[config.mk]
export PLATFORM = sky130hd
export DESIGN_NAME = ball_collision
export DESIGN_NICKNAME = d
export VERILOG_FILES = /design/src/rtl/pong_pkg.sv /design/src/rtl/sector_decode.sv /design/src/rtl/ball_collision.sv
export SDC_FILE = /design/constraint.sdc
export NUM_CORES = 1
export LEC_CHECK = 0
export BUFFER_PORTS_ARGS = -buffer_cell sky130_fd_sc_hd__buf_2
export CAP_MARGIN = 20
export CORE_ASPECT_RATIO = 0.75
export CORE_UTILIZATION = 52
export CTS_BUF_LIST = sky130_fd_sc_hd__clkbuf_4
export DETAILED_ROUTE_END_ITERATION = 12
export PLACE_DENSITY_LB_ADDON = 0.3
export SLEW_MARGIN = 10
export SYNTH_ARGS = -nofsm -noshare
export SYNTH_HDL_FRONTEND = slang
export SYNTH_HIERARCHICAL = 1
export SYNTH_SLANG_ARGS = --single-unit
export TNS_END_PERCENT = 30
[constraint.sdc]
create_clock -name clock -period 1.6 [get_ports clock]
set_input_delay 0.24 -clock clock [delete_from_list [all_inputs] [get_ports clock]]
set_output_delay 0.24 -clock clock [all_outputs]
set_load 0.01 [all_outputs]
[src/rtl/pong_pkg.sv]
// Shared constants and types for the pong ball/paddle collision logic.
// Playfield geometry, FSM state encoding and the ponto/sentido codes live
// here so the top level and the sector decoder agree on them.
package pong_pkg;

  // Right edge the ball must reach to meet the paddle, left wall bounce edge.
  localparam logic [9:0] PADDLE_X = 10'd636;
  localparam logic [9:0] WALL_X   = 10'd10;

  // Ball box is BALL_H pixels tall; its center sits BALL_HALF below the top.
  localparam int BALL_H    = 6;
  localparam int BALL_HALF = BALL_H / 2;

  // Number of one-hot return-angle sectors on the paddle face.
  localparam int N_SECTORS = 6;

  // Direction of travel.
  localparam logic [1:0] SENT_PADDLE = 2'b00;
  localparam logic [1:0] SENT_WALL   = 2'b01;

  // Point/event codes.
  localparam logic [1:0] PONTO_NONE = 2'b00;
  localparam logic [1:0] PONTO_MISS = 2'b01;
  localparam logic [1:0] PONTO_HIT  = 2'b10;

  typedef enum logic [2:0] {
    ST_SERVE,
    ST_TO_PADDLE,
    ST_TO_WALL,
    ST_MISS,
    ST_GAME_OVER
  } ball_state_t;

endpackage

[src/rtl/sector_decode.sv]
// Maps the ball center and the paddle top edge to a one-hot return sector.
// Offset below the paddle top is split into BAND_W-pixel bands; a center above
// the paddle top counts as offset 0 and everything at or past five bands lands
// in the last sector.
module sector_decode
  import pong_pkg::*;
#(
  parameter int BAND_W = 10
) (
  input  logic [10:0]          center,
  input  logic [9:0]           pad_top,
  output logic [N_SECTORS-1:0] sector
);

  logic [10:0] top_ext;
  logic [10:0] off;
  logic [2:0]  band;

  assign top_ext = {1'b0, pad_top};

  // Clamp the offset at zero, find the highest band boundary it has passed.
  always_comb begin
    off    = (center >= top_ext) ? (center - top_ext) : '0;
    band   = '0;
    for (int k = 1; k < N_SECTORS; k++) begin
      if ({21'b0, off} >= 32'(k * BAND_W)) band = 3'(k);
    end
    sector = '0;
    sector[band] = 1'b1;
  end

endmodule

[src/rtl/ball_collision.sv]
// Ball collision / scoring controller for a single-paddle pong game.
// Watches the ball box on each ball-step tick, decides paddle hit or miss,
// tracks direction, latches the return-angle sector on a hit and releases it
// when the ball bounces off the left wall.
// Optional feature: define BALL_COLLISION_SCORE_EN to build the score counters
// and the GAME_OVER end state; without it the scores and game_over read 0 and
// every miss simply re-serves.
module ball_collision
  import pong_pkg::*;
#(
  parameter int WIN_SCORE = 9,
  parameter int BAND_W    = 10
) (
  input  logic       clock,
  input  logic       reset,
  input  logic       tick,
  input  logic [9:0] x_I_Bola,
  input  logic [9:0] x_F_Bola,
  input  logic [9:0] y_S_Bola,
  input  logic [9:0] y_I_Bola,
  input  logic [9:0] Pos_barra_y_S,
  input  logic [9:0] Pos_barra_y_I,
  output logic [1:0] sentido,
  output logic       setor1,
  output logic       setor2,
  output logic       setor3,
  output logic       setor4,
  output logic       setor5,
  output logic       setor6,
  output logic [1:0] ponto,
  output logic [3:0] score_cpu,
  output logic [3:0] score_player,
  output logic       game_over
);

`ifdef BALL_COLLISION_SCORE_EN
  localparam bit SCORE_EN = 1'b1;
`else
  localparam bit SCORE_EN = 1'b0;
`endif

  // Scores are 4 bits wide, so the win threshold is taken modulo 16.
  localparam logic [3:0] WIN_Q = 4'(WIN_SCORE);

  ball_state_t          state;
  logic [N_SECTORS-1:0] setor_q;
  logic [N_SECTORS-1:0] setor_lat;
  logic [N_SECTORS-1:0] sec_now;
  logic [10:0]          ball_center;
  logic [3:0]           cpu_cnt;

  logic at_paddle;
  logic at_wall;
  logic hit_geom;
  logic hit_evt;
  logic miss_evt;
  logic win_hit;
  logic over_evt;

  assign ball_center = {1'b0, y_S_Bola} + 11'(BALL_HALF);

  sector_decode #(
    .BAND_W (BAND_W)
  ) u_sector_decode (
    .center  (ball_center),
    .pad_top (Pos_barra_y_S),
    .sector  (sec_now)
  );

  // Edge contact counts as a hit on both the top and bottom paddle edges.
  assign at_paddle = (x_F_Bola >= PADDLE_X);
  assign at_wall   = (x_I_Bola <= WALL_X);
  assign hit_geom  = (y_I_Bola >= Pos_barra_y_S) && (y_S_Bola <= Pos_barra_y_I);

  assign hit_evt  = tick && (state == ST_TO_PADDLE) && at_paddle &&  hit_geom;
  assign miss_evt = tick && (state == ST_TO_PADDLE) && at_paddle && !hit_geom;
  assign win_hit  = (cpu_cnt >= WIN_Q);
  assign over_evt = SCORE_EN && tick && (state == ST_MISS) && win_hit;

  // Main game FSM: direction, point pulse and sector outputs, all registered.
  always_ff @(posedge clock or negedge reset) begin
    if (!reset) begin
      state     <= ST_SERVE;
      sentido   <= SENT_PADDLE;
      ponto     <= PONTO_NONE;
      setor_q   <= '0;
      setor_lat <= '0;
    end else if (tick) begin
      case (state)
        ST_SERVE: begin
          sentido <= SENT_PADDLE;
          ponto   <= PONTO_NONE;
          setor_q <= '0;
          state   <= ST_TO_PADDLE;
        end
        ST_TO_PADDLE: begin
          if (hit_evt) begin
            sentido   <= SENT_WALL;
            ponto     <= PONTO_HIT;
            setor_lat <= sec_now;
            state     <= ST_TO_WALL;
          end else if (miss_evt) begin
            ponto   <= PONTO_MISS;
            setor_q <= '0;
            state   <= ST_MISS;
          end
        end
        ST_TO_WALL: begin
          // The hit pulse lasts exactly one tick interval.
          ponto <= PONTO_NONE;
          if (at_wall) begin
            sentido <= SENT_PADDLE;
            setor_q <= setor_lat;
            state   <= ST_TO_PADDLE;
          end
        end
        ST_MISS: begin
          ponto <= PONTO_NONE;
          state <= over_evt ? ST_GAME_OVER : ST_SERVE;
        end
        ST_GAME_OVER: begin
          sentido <= SENT_PADDLE;
          ponto   <= PONTO_NONE;
          setor_q <= '0;
        end
        default: begin
          state <= ST_SERVE;
        end
      endcase
    end
  end

`ifdef BALL_COLLISION_SCORE_EN
  logic [3:0] cpu_q;
  logic [3:0] player_q;
  logic       over_q;

  function automatic logic [3:0] sat_inc(input logic [3:0] v);
    return (v == 4'hF) ? v : v + 4'd1;
  endfunction

  // Score counters saturate at 15; game_over latches until reset.
  always_ff @(posedge clock or negedge reset) begin
    if (!reset) begin
      cpu_q    <= '0;
      player_q <= '0;
      over_q   <= 1'b0;
    end else begin
      if (hit_evt)  player_q <= sat_inc(player_q);
      if (miss_evt) cpu_q    <= sat_inc(cpu_q);
      if (over_evt) over_q   <= 1'b1;
    end
  end

  assign cpu_cnt      = cpu_q;
  assign score_cpu    = cpu_q;
  assign score_player = player_q;
  assign game_over    = over_q;
`else
  assign cpu_cnt      = '0;
  assign score_cpu    = '0;
  assign score_player = '0;
  assign game_over    = 1'b0;
`endif

  assign setor1 = setor_q[0];
  assign setor2 = setor_q[1];
  assign setor3 = setor_q[2];
  assign setor4 = setor_q[3];
  assign setor5 = setor_q[4];
  assign setor6 = setor_q[5];

endmodule

* After elaboration in Yosys (flattened, before gate mapping)
Index checks and enable logic that the tools add are counted.
** Cells by class
- Bitwise gates (word level) :: 1
- Eq/ne operators :: 9
- $add $sub $neg :: 2
- Mux-type cells :: 22
- Reductions and logical operators :: 17
- Order comparisons :: 12
** Operators with widths (count)
- 11-bit by 5-bit greater-or-equal comparator with 1-bit output, second input constant :: 2
- 11-bit by 6-bit greater-or-equal comparator with 1-bit output, second input constant :: 2
- 3-bit two-way mux :: 7
- 6-bit two-way mux :: 3
- 6-bit case mux with 3 select lines :: 1
- 3-bit case mux with 4 select lines :: 1
- 10-bit by 2-bit adder with 11-bit output, second input constant :: 1
- 11-bit by 10-bit greater-or-equal comparator with 1-bit output :: 1
- 11-bit by 4-bit greater-or-equal comparator with 1-bit output, second input constant :: 1
- 11-bit two-way mux :: 1
- 11-bit by 10-bit subtractor with 11-bit output :: 1
- 10-bit greater-or-equal comparator :: 1
- 10-bit greater-or-equal comparator, second input constant :: 1
- 10-bit less-or-equal comparator :: 1
- 10-bit by 4-bit less-or-equal comparator with 1-bit output, second input constant :: 1
- 2-bit two-way mux :: 4
- 2-bit != test, second input constant :: 4
- 4-bit AND reduction :: 2
- 3-bit by 2-bit == test with 1-bit output, second input constant :: 2
- 1-bit logical AND :: 6
- 2-bit case mux with 3 select lines :: 1
- 3-bit AND reduction :: 2
- 5-bit AND reduction :: 1
- 3-bit by 4-bit less-than comparator with 1-bit output, second input constant :: 1
- 14 further kinds :: 15
** Storage, ports and cells
- Word-level logic and storage cells :: 68
- Output and inout bits :: 19
- Input port bits :: 63
- Bits in registers :: 19

* Logic depth before layout (Yosys ltp)
Gate-level depths: netlist of the first run.
- Word-level depth :: 13
- Depth in mapped cells :: 13
- Depth with buffers taken out :: 13

* Cells and area by module
The synthesis of the first run kept the hierarchy.
** By module, submodules not included
- ball_collision :: seq. area each 425.4 um2, area each 1531.5 um2, cells an instance 175, times used 1
- sector_decode :: seq. area each 0.0 um2, area each 795.8 um2, cells an instance 109, times used 1

* Worst setup path before layout of the first run
OpenSTA, ideal clock, no wires.
- Path kind :: input to register
- From :: input y_S_Bola[0]
- To :: register setor_lat[1]
- Data required time :: 1.536 ns
- Library setup time :: 0.064 ns
- Buffers on the path :: 0
- Data arrival time :: 2.685 ns
- Cell stages on the path :: 12
- Slack :: -1.149 ns
- Cell sequence :: inv_1 ha_1 nor3b_1 and3_1 xor2_1 ha_1 a21o_1 a211o_1 a31o_1 and2_4 nor4_1 mux2_4
** On the way
- Cells in the longest elaborated chain, start to end :: 13
- Elaborated cells on any way between the ends :: 23
- Classes of those cells :: add/sub: 2; order compare: 9; mux: 8; reduce/logical: 4
** RTL lines
- start: declaration :: RTL line ball_collision.sv:19 : input logic [9:0] y_S_Bola,
- 10-bit by 2-bit adder with 11-bit output * :: RTL line ball_collision.sv:60 : assign ball_center = {1'b0, y_S_Bola} + 11'(BALL_HALF);
- net ball_center[8] :: RTL line ball_collision.sv:49 : logic [10:0] ball_center;
- 11-bit by 10-bit subtractor with 11-bit output / 11-bit by 10-bit greater-or-equal comparator with 1-bit output (equally long branches) :: RTL line sector_decode.sv:23 : off = (center >= top_ext) ? (center - top_ext) : '0;
- 11-bit two-way mux * :: RTL line sector_decode.sv:23
- 11-bit by 4-bit greater-or-equal comparator with 1-bit output :: RTL line sector_decode.sv:26 : if ({21'b0, off} >= 32'(k * BAND_W)) band = 3'(k);
- 1-bit two-way mux :: RTL line sector_decode.sv:26
- 3-bit two-way mux (3 in series) :: RTL line sector_decode.sv:26
- 3-bit two-way mux * :: RTL line sector_decode.sv:26
- 3-bit by 4-bit less-than comparator with 1-bit output (implied by the code) / 3-bit by 1-bit greater-or-equal comparator with 1-bit output (equally long branches) :: RTL line sector_decode.sv:29 : sector[band] = 1'b1;
- 1-bit logical AND (implied by the code) :: RTL line sector_decode.sv:29
- 1-bit two-way mux (implied by the code) :: RTL line sector_decode.sv:29
- 1-bit demux with 3-bit select *
- net sec_now[1] :: RTL line ball_collision.sv:48 : logic [N_SECTORS-1:0] sec_now;
- end signal: assignment :: RTL line ball_collision.sv:100 : setor_lat <= sec_now;
- end: declaration :: RTL line ball_collision.sv:47 : logic [N_SECTORS-1:0] setor_lat;
The timed path passes the listed nets; every way through them passes the cells marked *.
A chain may end at the register's enable or synchronous reset.

* Final worst setup path of the first run
- From :: input y_S_Bola[0]
- To :: register setor_lat[2]
Same word-level chain as after synthesis.

==> results of run 1 <==
==> cell type report <==
type                       count  area [um^2]  area share, %
multi-input combinational    216         1809          55.44
timing repair buffer         117        737.0          22.58
sequential                    17        425.4          13.04
inverter                      46        192.7          5.905
tap                           55        68.82          2.109
clock buffer                   4        30.03         0.9202
==> cells in the final DEF, fill, tap and decap left out, types with 3 or more instances in the layout <==
master / synthesis / routed
buf_2: 1 / 67
nand4_1: 4 / 4
a21oi_1: 14 / 11
o21ai_0: 15 / 10
a21oi_2: 3 / 6
nand3_1: 8 / 7
nand2_2: 1 / 5
o211ai_1: 7 / 7
xnor2_1: 8 / 8
inv_1: 46 / 44
o21a_1: 4 / 3
o21ai_1: 1 / 3
nor3_2: 0 / 5
xor2_1: 4 / 4
o21ai_2: 1 / 4
buf_4: 10 / 46
dfrtp_1: 17 / 17
conb_1: 1 / 10
mux2_4: 6 / 6
clkbuf_4: 0 / 4
ha_1: 31 / 30
a32oi_1: 6 / 6
nand3b_1: 4 / 4
nand2_1: 17 / 13
nor2_1: 15 / 15
a211oi_1: 4 / 3
==> power breakdown <==
group / switching (W) / internal [W] / total, W
combinational: 0.000775 / 0.000678 / 0.00145
clock: 0.000135 / 0.000114 / 0.000249
sequential: 0.0000875 / 0.000537 / 0.000624
total: 0.000998 / 0.00133 / 0.00233
==> worst max path at each step <==
| stage | cells after the start | start | to | slack (ps) |
|---|---|---|---|---|
| after floorplan | 12 | y_S_Bola[0] | setor_lat[5] | -930 |
| after global placement | 14 | y_S_Bola[0] | setor_lat[0] | -1180 |
| after detailed placement | 14 | y_S_Bola[0] | setor_lat[0] | -1310 |
| after CTS | 15 | y_S_Bola[0] | setor_lat[1] | -870 |
| after global routing | 14 | y_S_Bola[0] | setor_lat[2] | -1080 |
| final | 13 | y_S_Bola[0] | setor_lat[2] | -880 |
==> layer usage <==
layer	GRT usage, %	wire, um	part of all wire [%]	vias up
met2	48.03	3097	48	88
met4	6.494	38	0.59	0
li1	-	-	-	1222
met5	0	0	0	-
met3	5.649	372	5.8	4
met1	36.76	2913	45	1148
==> metrics by stage <==
step / setup WS (ps) / area [um^2] / util, % / hold slack, ps / total power, W
floorplan: -931.4 / 2399 / - / -55.59 / 0.001437
global placement: -1177 / 3052 / 73.02 / 176.3 / 0.001866
detailed placement: -1311 / 3052 / 73.02 / 180.4 / 0.001926
CTS: -867.2 / 3191 / 76.35 / 287.4 / 0.002243
global route: -1079 / 3263 / 78.08 / 306.2 / 0.002497
finish: -881.3 / 3263 / 78.08 / 293.8 / 0.002327
==> worst max-delay path: cells and delay by family <==
kind	cells	cell delay, ps
muxes	1	200
and+or+nand+nor	4	930
AOI/OAI and AO/OA	2	440
adders and majority gates	2	460
xor gates and xnor gates	1	180
buffers and inverters	3	260
==> cell families after synthesis <==
group                    after synthesis  synth area share, %
multiplexers                           9                5.161
AO/OA/AOI/OAI                         76                23.55
AND/OR/NAND/NOR                       76                18.12
XOR/XNOR                              13                5.215
other                                  1               0.1611
buffers and inverters                 60                11.99
flip-flops                            17                18.28
adder cells (fa/ha/maj)               32                17.53
==> timing repair <==
item                                    in CTS  in global routing
pin swaps                                   14                 12
endpoints found under the hold margin       17                  0
endpoints found under the setup margin      16                 16
hold buffers                                 1                  0
resized for setup                           24                 17
setup buffers                                1                  0
==> registers in the layout, indices dropped and copies added, names as in the netlist <==
register	count
state	2
setor_q	6
sentido	1
ponto	2
setor_lat	6
==> qor.txt, run 1 <==
HP Class: in2reg
Max VDD drop: 0.3801 mV
Fmax: 403.0 MHz
Hold depth: 3
# nets final: 496
Port-buffer cells: 69
Crit path largest cell delay: 350 ps
# rows: 20
Setup TNS: -8046 ps
CTS Root Cell: clkbuf_4
Via density: 5.411
Number of buffers created by CTS: 3
Routed via count: 2462
Io pins: 82
Post-Syn Area: 0.002327 mm^2
RSZ-0062 raised after global routing: true
Leak Pwr: 1.708 nW
Final Wtd Congestion: 0.9354
Failing checks: setup timing
# setup viols final: 16
TritonCTS Sinks: 17
Maxcap violations: 0
Post-DRT Antenna Nets: 0
Post-route minimum period: 2481 ps
# H-tree levels: 1
Most frequent cells after synthesis: 46 x inv_1, 31 x ha_1, 17 x dfrtp_1, 17 x nand2_1
Final Skew: 5.246 ps
Post-route clock period utilization: 155.1%
Worst path cell trace: buf_12, inv_12, ha_4, buf_4, xnor2_1, ha_1, a21oi_1, nor2_1, or3_4, a21boi_0, nand3b_1, nor4_1, mux2_4
Required time worst endpoint: 1840 ps
Pin count of the biggest net entering global routing: 18
CP endpoint kind: flop
Final Max Slew Viols: 0
#FFs+latches synth: 17
Initial antenna violation count: 0
DP Cell Count: 449
Post-synth EDFFs: 0
Cell variety after synth: 60
Dpl hpwl: 4.986 mm
ANT cells: 0
Area of the core: 0.004179 mm^2
Max FO, Critical Path: 4
Cell Pwr Density: 713.1 mW/mm^2
Initial Util: 55.69%
TritonCTS clock tree: done
Die Height: 59.94 um
CTS clk-pin slew, worst paths: 100 ps
Fill cells: 308
Synth top area share: 18.28%
GRT Total Usage: 28.06%
Ys async rst share: 100.0%
Reg-to-Reg End: setor_q[4]
Layout cells sized above 1: 43.25%
Synth top area cells: dfrtp_1 18%, ha_1 17%, inv_1 7.4%
Final Hold Viols: 0
Arr. time, crit path: 2720 ps
P&R area growth vs syn: 40.22%
Clock Latency Late Sink: 290 ps
Die area: 0.004750 mm^2
Reg2Reg Launch Point: state[1]
Count leader, synth: inv_1
Synthesized netlist cell count: 284
Crit-path slowest cell: or3_4
CTS Buffer Depth: 2
Status: finished, violations left
Remaining DRCs: 0
Yosys warns: 6
Die Width: 79.25 um
Hold path startpoint: tick
DR iter-0 viols: 107
Fin cells: 455
CP Launch Type: input port
DR WL/cell: 14.11 um
Sequential share of the synthesized area: 18.28%
PnR worst setup slack: -881.3 ps
Reg2reg path depth: 5
Reg2reg setup slack: 40 ps
Avg Cell Area, Syn: 8.194 um^2
Global route overflow: 0
First-pass GRT wire length: 10.43 mm
TritonRoute pass-1 iters: 4
Vias in the first global route: 2423
Most used flip-flop cell after synthesis: dfrtp_1
Cell accounting for the most synthesized area: dfrtp_1
WL final: 6.421 mm
Worst Hold End: state[0]
Kind of critical path: in2reg
Note: power is estimated with default switching activity, not from simulation.
==> run 2: changes to the inputs <==
BUFFER_PORTS_ARGS = -buffer_cell sky130_fd_sc_hd__buf_4   (was -buffer_cell sky130_fd_sc_hd__buf_2)
CORE_MARGIN = 2   (was default)
clock period = 2.3 ns   (was 1.6 ns; I/O delays follow)
==> run 2 against run 1 <==
The flow still finishes with violations (setup timing); critical endpoint is now setor_lat[5]; flip-flop and latch count unchanged; global-route usage is 3.6 points lower; worst hold slack improved by 83 ps; worst setup slack improved by 570 ps; largest power group unchanged; final area increased by 1.9%; critical path depth is 1 higher; clock power shrank 36%; sequential share of layout area is 0.25 points lower.
==> qor.txt, run 2 (synthesized netlist as in run 1, its figures left out) <==
Required time worst endpoint: 2480 ps (+640 ps)
Die Height: 61.94 um (+3.3%)
Global route overflow: 0 (unchanged)
First-pass GRT wire length: 9.549 mm (-8.5%)
Leak Pwr: 1.705 nW (-0.20%)
CP Buf/Inv Count: 3 (unchanged)
GRT Total Usage: 24.51% (-3.6 points)
DR WL/cell: 13.55 um (-4.0%)
Status: finished, violations left
Arr. time, crit path: 2790 ps (+70 ps)
Area of the core: 0.004388 mm^2 (+5.0%)
# rows: 21 (+5.0%)
Final Max Slew Viols: 0 (unchanged)
DP Cell Count: 439 (-2.2%)
Power Total: 0.001594 W (-32%)
Die Width: 81.25 um (+2.5%)
Commonest cells after routing, fill and taps aside: 101 x buf_4, 44 x inv_1, 30 x ha_1
Final Skew: 9.000 ps (+3.754 ps)
Max FO, Critical Path: 4 (unchanged)
WL final: 6.057 mm (-5.7%)
Largest regs: setor_lat (6), setor_q (6)
Clock Latency Late Sink: 290 ps (about the same)
Kind of critical path: in2reg
TritonRoute pass-1 iters: 4 (unchanged)
CTS Buffer Depth: 2 (unchanged)
Worst path cell trace: buf_8, inv_8, ha_4, buf_6, nand3b_1, xnor2_1, ha_1, o211ai_1, a21oi_2, o21ai_2, nor3b_4, o211a_1, a31oi_1, mux2_4
Cell Pwr Density: 479.2 mW/mm^2 (-33%)
Final Hold Viols: 0 (unchanged)
ANT cells: 0 (unchanged)
Fmax: 383.1 MHz
CP Launch Type: input port
Vias in the first global route: 2114 (-13%)
TritonCTS clock tree: done
Layout cells sized above 1: 40.00% (-3.2 points)
Routed via count: 2393 (-2.8%)
Via density: 5.353 (-1.1%)
Io pins: 82 (unchanged)
Failing checks: setup timing
DR iter-0 viols: 111 (+3.7%)
Post-route cell area: 0.003326 mm^2 (+1.9%)
Pin count of the biggest net entering global routing: 18 (unchanged)
Post-route minimum period: 2610 ps
Most common cell after layout, fill and taps aside: buf_4
Initial Util: 53.04% (-2.7 points)
CTS clk-pin slew, worst paths: 100 ps (about the same)
# setup viols final: 6 (-10)
Hold slack: 376.4 ps (+82.59 ps)
CTS Root Cell: clkbuf_4
Max VDD drop: 0.2467 mV (-35%)
TritonCTS Sinks: 17 (unchanged)
Fill cells: 321 (+4.2%)
Maxcap violations: 0 (unchanged)
Fin cells: 447 (-1.8%)
Crit path largest cell delay: 330 ps (-20 ps)
Die area: 0.005032 mm^2 (+5.9%)
Number of buffers created by CTS: 3 (unchanged)
Port-buffer cells: 69 (unchanged)
# H-tree levels: 1 (unchanged)
P&R area growth vs syn: 42.90%
Initial antenna violation count: 0 (unchanged)
# nets final: 486 (-2.0%)
Top delay family on crit path: compound AO/OA/AOI/OAI gates
Remaining DRCs: 0 (unchanged)
PnR worst setup slack: -310.2 ps (+571.1 ps)
CP endpoint kind: flop
Dpl hpwl: 4.980 mm (-0.11%)
Post-DRT Antenna Nets: 0 (unchanged)
RSZ-0062 raised after global routing: true
Crit-path slowest cell: o211ai_1
Post-route clock period utilization: 113.5%
HP Class: in2reg
Placed Area: 0.003137 mm^2 (+2.8%)
Final Wtd Congestion: 0.8595 (-8.1%)
run 2: cell count changes in the layout (fill, tap and decap cells not counted), moves of 3 or more:
cell and change:
o21ai_1 -3, buf_2 -67, nor3_1 +3, o21ai_0 +3, nor3_2 -3, buf_4 +55
run 2: worst min-delay path, delay by kind of cell:
family          cells  cell delay, ps
compound gates      1              80
buf+inv             1             110
simple gates        1             100
run 2: area by class of cell:
type	count	area [um^2]	share of cell area [%]
well taps	57	71.32	2.144
inverters	46	192.7	5.794
multi-input cells	216	1772	53.27
repair buffers	107	837.1	25.17
clock buffers	3	22.52	0.6772
clock inverters	1	5.005	0.1505
flip-flops and latches	17	425.4	12.79
run 2: worst paths after layout:
check / startpoint / cells past startpoint / to / slack (ps)
worst min-delay path: tick / 3 / state[0] / 380
worst max register to register: state[1] / 4 / setor_lat[0] / 720
worst max-delay path: y_S_Bola[1] / 14 / setor_lat[5] / -310
min in group asynchronous: reset / 2 / sentido[0] / 430
worst min register to register: ponto[0] / 2 / ponto[0] / 500
max in group asynchronous: reset / 2 / setor_q[4] / 1670
run 2: what timing repair did:
| item | 4_1_cts | 5_1_grt |
|---|---|---|
| hold buffers | 1 | 0 |
| pin swaps | 26 | 1 |
| setup endpoints to repair | 6 | 6 |
| buffers inserted | 3 | 0 |
| gates resized for setup | 31 | 0 |
| hold endpoints to repair | 17 | 0 |
run 2: per-stage QoR:
stage          worst slack [ps]  setup TNS (ps)  util (%)
5_1_grt                  -400.2           -2093     75.79
3_5_place_dp             -579.3           -3385     71.49
4_1_cts                  -167.5          -858.0     75.79
6_report                 -310.2           -1625     75.79
3_3_place_gp             -527.9           -3080     71.49
2_1_floorplan            -337.6           -1898         -
run 2: power by group:
part / switching, W / total, W / internal [W]
Sequential: 0.0000644 / 0.000438 / 0.000374
Clock: 0.0000952 / 0.000160 / 0.0000647
Combinational: 0.000501 / 0.000996 / 0.000495
run 2: per-layer routing:
metal | wire length, um | vias up | GRT usage, %
met4 | 56 | 0 | 2.663
li1 | - | 1204 | -
met5 | 0 | - | 0
met3 | 399 | 4 | 3.613
met2 | 2635 | 77 | 39.67
met1 | 2965 | 1108 | 36.19
==> run 3: changes to the inputs <==
ABC_AREA = 1   (was default)
ABC_CLOCK_PERIOD_IN_PS = 2300   (was default)
CORE_UTILIZATION = 39   (was 52)
==> run 3 against run 2 <==
The flow still finishes with violations (setup timing); flip-flop and latch count did not move; clock skew fell by 6.2 ps; combinational power rose by 18%; largest cell class unchanged; die area rose by 47%.
==> qor.txt, run 3 <==
PnR worst setup slack: -286.0 ps (+24.21 ps)
Final Skew: 2.764 ps (-6.236 ps)
CTS clk-pin slew, worst paths: 100 ps (about the same)
Reg2reg setup slack: 690 ps (-30 ps)
Max VDD drop: 0.3075 mV (+25%)
Required time worst endpoint: 2480 ps (about the same)
Worst path cell trace: buf_8, inv_12, ha_4, nor2_4, nand2_2, nor3_4, xor2_1, ha_1, nand2_2, nand2_2, a21oi_2, and2_4, nand2_8, inv_2, a21oi_4, inv_1, nand2_2, nor2_2, nand2_1, nand2_1, nor2_2, nand2_1, o21ai_1
Commonest cells after routing, fill and taps aside: 121 x nand2_1, 100 x buf_4, 84 x inv_1
Cell accounting for the most synthesized area: nand2_1
Max FO, Critical Path: 7 (+3)
Io pins: 82 (unchanged)
Largest regs: setor_lat (6), setor_q (6)
CTS Root Cell: clkbuf_4
RSZ-0062 raised after global routing: true
Post-route minimum period: 2586 ps (-24.21 ps)
Final Max Slew Viols: 0 (unchanged)
Most used flip-flop cell after synthesis: dfrtp_1
Post-route clock period utilization: 112.4% (-1.1 points)
Ys async rst share: 100.0% (unchanged)
GRT Total Usage: 17.74% (-6.8 points)
P&R area growth vs syn: 41.28%
Reg2reg path depth: 7 (+3)
Remaining DRCs: 0 (unchanged)
# H-tree levels: 1 (unchanged)
DR WL/cell: 10.48 um (-23%)
TritonRoute pass-1 iters: 4 (unchanged)
TritonCTS clock tree: done
Port-buffer cells: 69 (unchanged)
Fmax: 386.7 MHz (+0.94%)
Leak Pwr: 2.173 nW (+27%)
Routed via count: 2793 (+17%)
Cell Pwr Density: 494.9 mW/mm^2 (+3.3%)
Die Width: 98.51 um (+21%)
ANT cells: 0 (unchanged)
Clock Latency Late Sink: 290 ps (about the same)
CP Launch Type: input port
Number of buffers created by CTS: 3 (unchanged)
Final Hold Viols: 0 (unchanged)
Kind of critical path: in2reg
WL final: 6.412 mm (+5.9%)
Initial Util: 40.94% (-12 points)
Die area: 0.007376 mm^2 (+47%)
Fill cells: 659 (+110%)
Cell variety after synth: 36 (-40%)
# nets final: 627 (+29%)
First-pass GRT wire length: 10.96 mm (+15%)
Via density: 4.564 (-15%)
Yosys warns: 6 (unchanged)
Critical path endpoint: setor_lat[3]
# rows: 25 (+19%)
Maxcap violations: 0 (unchanged)
Synth top area share: 18.82% (+0.54 points)
Footprint of the multi-input gates: 0.001981 mm^2 (+12%)
Avg Cell Area, Syn: 6.118 um^2 (-25%)
Pin count of the biggest net entering global routing: 18 (unchanged)
Die Height: 74.88 um (+21%)
Reg-to-Reg End: setor_lat[1]
Critical path startpoint: y_S_Bola[0]
Crit-path slowest cell: ha_1
Reg2Reg Launch Point: state[1]
Vias in the first global route: 2564 (+21%)
Arr. time, crit path: 2770 ps (-20 ps)
DR iter-0 viols: 95 (-14%)
Hold path startpoint: x_F_Bola[7]
Most frequent CP cell: nand2_2
Post-Place Worst Slack: -734.1 ps (-154.8 ps)
Post-synth EDFFs: 0 (unchanged)
Status: finished, violations left
CP endpoint kind: flop
Final Wtd Congestion: 0.8372 (-2.6%)
Global route overflow: 0 (unchanged)
Post-Syn Area: 0.002613 mm^2 (+12%)
TritonCTS Sinks: 17 (unchanged)
Post-DRT Antenna Nets: 0 (unchanged)
HP Class: in2reg
Initial antenna violation count: 0 (unchanged)
Failing checks: setup timing
Most common cell after layout, fill and taps aside: nand2_1
Synthesized netlist cell count: 427 (+50%)
CTS Buffer Depth: 2 (unchanged)
Crit path largest cell delay: 330 ps (about the same)
Area of the core: 0.006381 mm^2 (+45%)
Synth top area cells: nand2_1 19%, dfrtp_1 16%, ha_1 15%
DP Cell Count: 601 (+37%)
Most frequent cells after synthesis: 131 x nand2_1, 88 x inv_1, 32 x nor2_1
Sequential share of the synthesized area: 16.28% (-2.0 points)
#FFs+latches synth: 17 (unchanged)
Count leader, synth: nand2_1
# setup viols final: 6 (unchanged)
Fin cells: 612 (+37%)
Dpl hpwl: 5.414 mm (+8.7%)
Layout cells sized above 1: 32.02% (-8.0 points)
Register Area: 425.4 um^2 (unchanged)
[run 3: changes by cell type after synthesis, moves of 5 or more]
cell,previous run,this run
mux2_4,6,0
o211ai_1,7,0
nand3_1,8,31
a32oi_1,6,0
inv_1,46,88
nand2_1,17,131
o21ai_1,1,9
o21ai_0,15,7
nor2_1,15,32
nor2_2,0,5
xnor2_1,8,3
[run 3: area by class of cell]
type                       instances  share of cell area [%]
tap                               81                   2.746
timing repair buffer             103                   21.42
inverter                          91                   9.831
multi-input combinational        316                   53.66
clock buffer                       4                  0.8136
sequential                        17                   11.53
[run 3: routing by layer]
metal	up-vias	track usage (%)	part of all wire, %
li1	1504	-	-
met5	-	0	0
met3	2	2.507	4.2
met1	1219	25.08	51
met4	0	1.979	0.33
met2	68	30.23	44
[run 3: worst min path at each step]
stage                        end  slack [ps]  cells past startpoint
floorplan               ponto[0]          50                      0
global placement      setor_q[3]         220                      1
detailed placement  setor_lat[2]         220                      1
CTS                     state[1]         410                      5
global route          setor_q[4]         460                      2
finish                  state[1]         420                      5
[run 3: worst max-delay path: cells and delay by family]
kind	cells	cell delay, ps
xor gates and xnor gates	1	230
and+or+nand+nor	13	1230
adders and majority gates	2	480
buffers and inverters	4	260
AOI/OAI and AO/OA	3	220
[run 3: power breakdown]
group	switching (W)	internal [W]
Sequential	0.0000590	0.000416
Combinational	0.000672	0.000508
Clock	0.0000931	0.0000793
[run 3: kinds of logic (layout without fill, tap and decap cells)]
logic type	after synthesis	after routing	synth area share, %
XOR/XNOR	11	11	3.688
AND/OR/NAND/NOR	230	231	40.09
AO/OA/AOI/OAI	32	32	6.753
adder cells (fa/ha/maj)	32	32	15.61
buffers and inverters	104	198	17.43
flip-flops	17	17	16.28
other	1	10	0.1435
[run 3: repair_timing]
action,in CTS,in global routing
resized for setup,24,22
pin swaps,25,11
endpoints found under the hold margin,17,0
endpoints found under the setup margin,6,6
hold buffers,1,0
gates cloned,1,0
buffers inserted,4,1
[run 3: metrics by stage]
stage	power, W	instance area [um^2]	hold slack [ps]	TNS [ps]	util (%)
floorplan	0.001181	2689	49.41	-1231	-
global placement	0.001524	3406	218.3	-4056	53.37
detailed placement	0.001551	3406	222.6	-3935	53.37
CTS	0.001792	3580	410.7	-1045	56.10
global route	0.002020	3691	455.3	-2112	57.84
finish	0.001827	3691	417.6	-1248	57.84
